===== config.mk =====
export PLATFORM = sky130hd
export DESIGN_NAME = split_track
export DESIGN_NICKNAME = d
export VERILOG_FILES = /design/src/rtl/split_track.sv
export SDC_FILE = /design/constraint.sdc
export NUM_CORES = 1
export LEC_CHECK = 0
export CAP_MARGIN = 20
export CORE_AREA = 2 2 119 121
export CTS_CLUSTER_SIZE = 24
export DETAILED_ROUTE_END_ITERATION = 6
export DIE_AREA = 0 0 121 123
export MAX_ROUTING_LAYER = met4
export PLACE_DENSITY = 0.63
export SETUP_SLACK_MARGIN = 0.5
export SYNTH_ARGS = -nofsm -noshare
export SYNTH_HDL_FRONTEND = slang
export SYNTH_SLANG_ARGS = --single-unit
export TNS_END_PERCENT = 20

===== constraint.sdc =====
create_clock -name clk -period 1.9 [get_ports clk]
set_clock_uncertainty 0.2 [all_clocks]
set_input_delay 0.38 -clock clk [delete_from_list [all_inputs] [get_ports clk]]
set_output_delay 0.38 -clock clk [all_outputs]
set_load 0.03 [all_outputs]

===== src/rtl/split_track.sv =====
// Split-transaction tracker: routes one master request to one of N slaves by address.
// Optional watchdog on stalled slaves enabled by defining SPLIT_TIMEOUT_EN.
module split_track #(
  parameter int N_SLAVES = 2,
  parameter int ADDR_W   = 32,
  parameter int DATA_W   = 32,
  parameter int SEL_W    = $clog2(N_SLAVES),
  parameter int TIMEOUT  = 255,
  localparam int REQ_W   = 1 + ADDR_W + DATA_W + DATA_W / 8,
  localparam int RESP_W  = DATA_W + 1
) (
  input  logic                         clk,
  input  logic                         rst,
  input  logic [REQ_W-1:0]             m_req,
  output logic [RESP_W-1:0]            m_resp,
  output logic                         m_err,
  output logic [N_SLAVES*REQ_W-1:0]    s_req,
  input  logic [N_SLAVES*RESP_W-1:0]   s_resp,
  output logic                         busy
);

  localparam logic [1:0] IDLE = 2'd0;
  localparam logic [1:0] BUSY = 2'd1;
  localparam logic [1:0] ERR  = 2'd2;

  localparam logic [SEL_W:0] NS = (SEL_W + 1)'(N_SLAVES);

  logic [1:0]          state;
  logic [1:0]          nxt;
  logic [SEL_W-1:0]    sel;
  logic [SEL_W-1:0]    sel_q;
  logic                req_v;
  logic                in_range;
  logic [RESP_W-1:0]   resp_sel;
  logic [RESP_W-1:0]   resp_q;
  logic [N_SLAVES-1:0] s_v;

  assign req_v    = m_req[REQ_W-1];
  assign sel      = m_req[REQ_W-2 -: SEL_W];
  assign in_range = {1'b0, sel} < NS;
  assign resp_sel = s_resp[sel*RESP_W +: RESP_W];
  assign resp_q   = s_resp[sel_q*RESP_W +: RESP_W];
  assign busy     = (state != IDLE);

`ifdef SPLIT_TIMEOUT_EN
  localparam int CNT_W = $clog2(TIMEOUT + 1);
  logic [CNT_W-1:0] cnt;
  logic             expired;

  assign expired = (cnt == CNT_W'(TIMEOUT - 1));

  always_ff @(posedge clk) begin
    if (rst) begin
      cnt <= '0;
    end else if (state == BUSY) begin
      cnt <= cnt + 1'b1;
    end else begin
      cnt <= '0;
    end
  end
`else
  logic expired;
  assign expired = 1'b0;
`endif

  always_comb begin
    nxt    = state;
    m_resp = '0;
    m_err  = 1'b0;
    s_v    = '0;
    case (state)
      IDLE: begin
        if (req_v) begin
          if (in_range) begin
            s_v[sel] = 1'b1;
            m_resp   = resp_sel;
            if (!resp_sel[0]) nxt = BUSY;
          end else begin
            nxt = ERR;
          end
        end
      end
      BUSY: begin
        m_resp = resp_q;
        if (resp_q[0]) begin
          nxt = IDLE;
        end else if (expired) begin
          nxt = ERR;
        end
      end
      ERR: begin
        m_resp = {{DATA_W{1'b0}}, 1'b1};
        m_err  = 1'b1;
        nxt    = IDLE;
      end
      default: nxt = IDLE;
    endcase
  end

  // non-selected slices still see the request payload, only valid is gated
  for (genvar k = 0; k < N_SLAVES; k++) begin : g_slv
    assign s_req[k*REQ_W +: REQ_W] = {s_v[k], m_req[REQ_W-2:0]};
  end

  always_ff @(posedge clk) begin
    if (rst) begin
      state <= IDLE;
      sel_q <= '0;
    end else begin
      state <= nxt;
      if (state == IDLE && nxt == BUSY) sel_q <= sel;
    end
  end

endmodule


==> results of run 1 <==
-- cells by family (layout without fill, tap and decap cells) --
kind of cell           after synthesis  after routing  synth area share
AO/OA/AOI/OAI                       39             39            0.2353
AND/OR/NAND/NOR                     10             10           0.03597
multiplexers                         2              2           0.01329
buffers and inverters              145            139            0.6755
flip-flops                           3              3           0.03753
other                                1              1          0.002343
-- flip-flops by register name, indices dropped and copies added, names as in the netlist --
signal / cells
sel_q: 1
state: 2
-- where the power goes --
group / internal, mW / switching, mW / leakage (nW) / total [mW]
Combinational: 0.390 / 0.269 / 1.06 / 0.659
Clock: 0.277 / 0.0626 / 0.0382 / 0.340
Sequential: 0.0665 / 0.00193 / 0.0252 / 0.0684
Total: 0.734 / 0.333 / 1.12 / 1.07
-- metal layers --
layer  part of all wire  up-vias  GRT usage
met3               0.14       33    0.03921
li1                   -      523          -
met2               0.46      112     0.1261
met4              0.042        0    0.04070
met1               0.35      545    0.08449
met5                  0        -          -
-- worst max-delay path: cells and delay by family, from the launching register on --
family          cells  cell delay [ns]
compound gates      2             0.34
buf+inv             3             0.41
simple gates        1             0.41
flops               1             0.32
-- timing repair --
action | in CTS | in global routing
hold buffers | 0 | 0
pin swaps | 11 | 4
cloned | 3 | 0
buffers inserted | 7 | 0
gates resized for setup | 73 | 11
setup endpoints to repair | 41 | 41
-- cell usage in the layout (no fill, tap or decap), types with 2 or more instances in the layout --
cell,instances
nor2_4,3
buf_4,12
buf_6,31
inv_1,2
buf_12,17
dfxtp_2,2
a21oi_2,2
nand2_1,2
a22o_4,32
buf_16,3
clkdlybuf4s50_1,65
clkbuf_16,3
-- layout make-up --
| type | instances | area, um2 |
|---|---|---|
| Multi-Input combinational cell | 52 | 762.0 |
| Clock buffer | 4 | 78.83 |
| Fill cell | 1475 | 10920 |
| Inverter | 3 | 11.26 |
| Tap cell | 180 | 225.2 |
| Sequential cell | 3 | 62.56 |
| Timing Repair Buffer | 132 | 1550 |
-- per-stage QoR --
stage | setup TNS (ns) | utilization | hold slack, ns
floorplan | -1.532 | - | 0.2491
global placement | -26.19 | 0.1680 | 0.3305
detailed placement | -26.83 | 0.1680 | 0.3382
CTS | -13.65 | 0.1955 | 0.2829
global route | -14.53 | 0.1976 | 0.3000
finish | -12.51 | 0.1976 | 0.2901
-- path summary, 6_finish.rpt --
| path | slack (ns) | depth (start not counted) | startpoint | endpoint |
|---|---|---|---|---|
| setup reg to reg | 0.18 | 4 | state[1] | sel_q |
| setup / recovery | -0.40 | 6 | state[1] | m_resp[19] |
| hold / removal | 0.29 | 3 | s_resp[33] | sel_q |
| hold reg to reg | 0.37 | 2 | state[1] | state[0] |
==> qor.txt, run 1 <==
Sequential element share of the synthesized area: 0.03753
Worst setup slack after placement: -0.7993 ns
Final WL: 6505 um
Antenna violations before repair: 0
Clock buffers created by TritonCTS: 3
Predominant post-synthesis flop cell: dfxtp_1
Path type of the worst setup path: reg2out
H-Tree Level Count: 1
Total non-filler cell area in the finished layout: 2690 um2
Total vias in the final route: 1213
Router iterations before antenna repair: 3
Max-cap viol count: 0
Sum of net half-perimeters after detailed placement: 4868 um
Iteration-0 DRC count of the detailed router: 26
Count of warnings emitted by yosys: 0
Status: complete, but fails checks
Async S/R FF share, synth: 0
Max-slew violations: 0
Violations in the final reports: negative setup slack
Type of element launching the critical path: flop
Average cell area after synthesis: 8.001 um2
Peak Freq: 434.3 MHz
Reg clk slew, reported paths: 0.03 ns
Post-DP Area: 2287 um2
Total congestion overflow after global routing: 0
Final critical-path setup slack: -0.4023 ns
Number of failing setup endpoints in the final timing report: 34
Leakage power summed over all cells: 1.124 nW
Die Footprint: 14880 um2
Global-route total usage across every layer: 0.08048
Dominant cell by count in the synthesized netlist: buf_4
Global-route wire length before repair: 8542 um
Cell variety after synth: 22
Number of sinks driven by the clock tree: 3
Largest voltage drop on the vdd net: 183.7 uV
Die height: 123 um
Clock tree from TritonCTS: done
Post-Layout Cell Count: 374
Die boundary width: 121 um
Tot Pwr: 1.067 mW
RSZ-0062 raised after global routing: true
Gpl congestion: 0.7922
PortBufs: 108
Final Net Count: 332
Vias in the first global route: 1292
Synthesized instance count: 200
Buffer levels on the longest clock path: 2
Largest cells by area after synthesis: buf_4 64%, a22o_2 19%, dfxtp_1 3.8%
Root buffer cell: clkbuf_16
Via-to-Cell Ratio: 3.243
Kind of path behind the tightest hold check: in2reg
Number of nets in the synthesized netlist: 337
Critical path, cell by cell: or3b_4, o22ai_4, buf_12, buf_12, a22o_4, buf_12
Critical-path top delay cell: or3b_4
Most used standard cells in the synthesized netlist: 136 x buf_4, 30 x a22o_2
Count of flip-flops with a built-in enable after synthesis: 0
Synthesis-to-layout area growth: 68.10%
Placed Instances: 360
Residual DRC count: 0
Maximum number of pins on one net before global-route repair: 12
Fraction of post-synthesis cell area in the top cell type by area: 0.6380
Data arrival time of the critical path: 1.72 ns
Cell taking the most area after synthesis: buf_4
Critical-path maximum fanout: 10
Endpoint required time on the critical path: 1.32 ns
Area of the mapped netlist: 1600 um2
Ratio of final minimum period to clock period: 1.212
Starting density of the core: 0.1176
Kind of end point of the critical path: output pin
Num ports: 310
Largest stage delay, worst path: 0.41 ns
Number of antenna cells inserted: 0
Core area: 13610 um2
Cell repeated most along the worst path: buf_12
Total power per unit cell area: 396.7 nW/um2
Post-layout minimum cycle time: 2.302 ns
Average routed wire per standard cell: 17.39 um
Fraction of layout instances using a drive strength above 1: 0.6031
Number of placement rows: 43
Flop and latch count out of synthesis: 3
Final hold violation count: 0
Antenna-violating nets left: 0
Clock insertion delay at the later pin of the skew report: 0.23 ns
Note: power is estimated with default switching activity, not from simulation.
==> run 2, diff against run 1 <==
- PLACE_DENSITY: 0.63 -> default
==> run 2 against run 1 <==
Against the previous run:
- the flow still finishes with violations (negative setup slack)
- non-clock buffer count is 7 lower
- critical endpoint is now m_resp[24]
- highest routed layer unchanged
- global-route usage decreased by 0.32 points
- clock-buffer cell count unchanged
- sequential power barely moved
- fmax decreased by 2.6%
==> qor.txt, run 2 (synthesis gave the netlist of run 1 again) <==
Iteration-0 DRC count of the detailed router: 14 (-46%)
Post-Layout Cell Count: 367 (-1.9%)
Proportion of power drawn by flip-flops and latches: 0.068 (+0.004)
Clock buffers created by TritonCTS: 3 (unchanged)
Largest registers ranked by flip-flop count: state (2), sel_q (1)
RSZ-0062 raised after global routing: true
Buffer levels on the longest clock path: 2 (unchanged)
Maximum number of pins on one net before global-route repair: 33 (+21)
Comb power frac: 0.603 (-0.014)
Average routed wire per standard cell: 16.53 um (-5.0%)
Starting density of the core: 0.1176 (unchanged)
Internal power component: 0.6923 mW (-5.7%)
Residual DRC count: 0 (unchanged)
Data arrival time of the critical path: 1.78 ns (+0.06 ns)
Tot Pwr: 1.004 mW (-5.9%)
Via-to-Cell Ratio: 3.283 (+1.2%)
Die height: 123 um (unchanged)
Worst reg2reg startpoint: state[0]
Gpl congestion: 0.7698 (-2.8%)
Leakage power summed over all cells: 1.042 nW (-7.3%)
Total non-filler cell area in the finished layout: 2506 um2 (-6.8%)
Number of placement rows: 43 (unchanged)
Router iterations before antenna repair: 3 (unchanged)
Commonest non-fill, non-tap cell in the layout: clkdlybuf4s50_1
Global-route total usage across every layer: 0.07729 (-0.003188)
Storage cell area: 62.56 um2 (unchanged)
Endpoint required time on the critical path: 1.32 ns (about the same)
Number of antenna cells inserted: 0 (unchanged)
Critical-path maximum fanout: 8 (-2)
Synthesis-to-layout area growth: 56.61%
Global-route wire length before repair: 8335 um (-2.4%)
Num ports: 310 (unchanged)
Relative contribution of the clock network to total power: 0.329 (+0.010)
Max-slew violations: 0 (unchanged)
Post-layout minimum cycle time: 2.365 ns (+0.06224 ns)
Antenna violations before repair: 0 (unchanged)
Placed Instances: 354 (-1.7%)
Critical path, cell by cell: or3b_4, o22ai_4, buf_12, buf_12, buf_16, a22o_4, buf_12
Kind of end point of the critical path: output pin
Most used cells in the layout excluding fill and tap cells: 65 x clkdlybuf4s50_1, 30 x a22o_4, 27 x buf_6, 15 x buf_4, 10 x buf_12
Largest stage delay, worst path: 0.43 ns (+0.02 ns)
Number of failing setup endpoints in the final timing report: 34 (unchanged)
Total congestion overflow after global routing: 0 (unchanged)
Path type of the worst setup path: reg2out
Core area: 13610 um2 (unchanged)
Min-Delay Startpoint: m_req[68]
Sum of net half-perimeters after detailed placement: 4658 um (-4.3%)
Share of the core filled with cells in the final layout: 0.1841 (-0.01351)
Largest voltage drop on the vdd net: 225.4 uV (+23%)
Net load switching power: 0.3118 mW (-6.4%)
Final hold violation count: 0 (unchanged)
Post-DP Area: 2127 um2 (-7.0%)
CP Launch Point: state[0]
Status: complete, but fails checks
Number of sinks driven by the clock tree: 3 (unchanged)
Multi-input combinational cell area: 740.7 um2 (-2.8%)
Max-cap viol count: 0 (unchanged)
Cell repeated most along the worst path: buf_12
Final Net Count: 325 (-2.1%)
Peak Freq: 422.9 MHz (-2.6%)
Proportion of total power due to net switching: 0.3105 (-0.001605)
Violations in the final reports: negative setup slack
Die Footprint: 14880 um2 (unchanged)
Total power per unit cell area: 400.7 nW/um2 (+1.0%)
PortBufs: 108 (unchanged)
Register with the most flip-flops: state
Clock insertion delay at the later pin of the skew report: 0.22 ns (about the same)
Antenna-violating nets left: 0 (unchanged)
Final critical-path setup slack: -0.4646 ns (-0.06224 ns)
Critical-path top delay cell: or3b_4
Number of filler instances in the final layout: 1484 (+0.61%)
Clock tree from TritonCTS: done
Total vias in the final route: 1205 (-0.66%)
Reg clk slew, reported paths: 0.03 ns (about the same)
Final WL: 6067 um (-6.7%)
Die boundary width: 121 um (unchanged)
Slack of the worst reg-to-reg path: 0.04 ns (-0.14 ns)
H-Tree Level Count: 1 (unchanged)
Ratio of final minimum period to clock period: 1.245 (+0.03276)
Fraction of layout instances using a drive strength above 1: 0.5936 (-0.009510)
Kind of path behind the tightest hold check: in2reg
Buffers & Inverters on Critical Path: 4 (+1)
Crit-path leading delay family: buffers and inverters
Root buffer cell: clkbuf_16
Number of flip-flops under the largest register name: 2 (unchanged)
Vias in the first global route: 1328 (+2.8%)
Type of element launching the critical path: flop
-- run 2: changes by cell type in the layout (fill, tap and decap cells not counted), sizes merged --
cell	previous run	this run
buf	65	59
dlymetal6s2s	1	0
-- run 2: final cells by class --
| class | count | share of cell area |
|---|---|---|
| Clock buffer | 4 | 0.03145 |
| Tap cell | 180 | 0.08987 |
| Timing Repair Buffer | 125 | 0.5527 |
| Sequential cell | 3 | 0.02496 |
| Multi-Input combinational cell | 52 | 0.2956 |
| Inverter | 3 | 0.005492 |
-- run 2: per-layer routing --
layer | routed length, um | global-route usage | up-vias
met5 | 0 | - | -
met4 | 404 | 0.05523 | 0
met3 | 969 | 0.03598 | 52
met2 | 3031 | 0.1412 | 109
met1 | 1662 | 0.06007 | 530
li1 | - | - | 514
-- run 2: repair_timing --
item,in CTS,in global routing
gates cloned,3,0
hold buffers,0,0
endpoints found under the setup margin,41,39
buffers inserted,6,0
gates resized for setup,65,7
pin swaps,3,5
-- run 2: worst paths after layout --
check,end,cells past startpoint
max,m_resp[24],7
min,state[0],3
max reg2reg,sel_q,5
min reg2reg,state[0],2
-- run 2: metrics by stage --
stage	hold WS (ns)	setup WS [ns]	setup TNS (ns)
final	0.2766	-0.4646	-14.06
after global routing	0.2972	-0.5329	-15.65
after CTS	0.2775	-0.5011	-14.64
after detailed placement	0.3834	-0.7651	-25.59
after global placement	0.3816	-0.7615	-25.74
after floorplan	0.2491	-0.05428	-1.532
-- run 2: worst min-delay path: stages --
cell	delay [ns]
buf_2	0.11
nand3b_1	0.09
a211oi_2	0.06
-- run 2: power by group through the flow --
stage,Sequential (mW),Combinational (mW),Clock (mW)
2_1_floorplan,0.0716,0.780,0
3_3_place_gp,0.0686,0.531,0
3_5_place_dp,0.0685,0.533,0
4_1_cts,0.0679,0.608,0.338
5_1_grt,0.0686,0.632,0.346
6_report,0.0684,0.605,0.331
==> run 3, diff against run 2 <==
- CTS_CLUSTER_DIAMETER: default -> 80
==> results of run 3 <==
Final layout, timing and power as in run 2 (identical DEF).
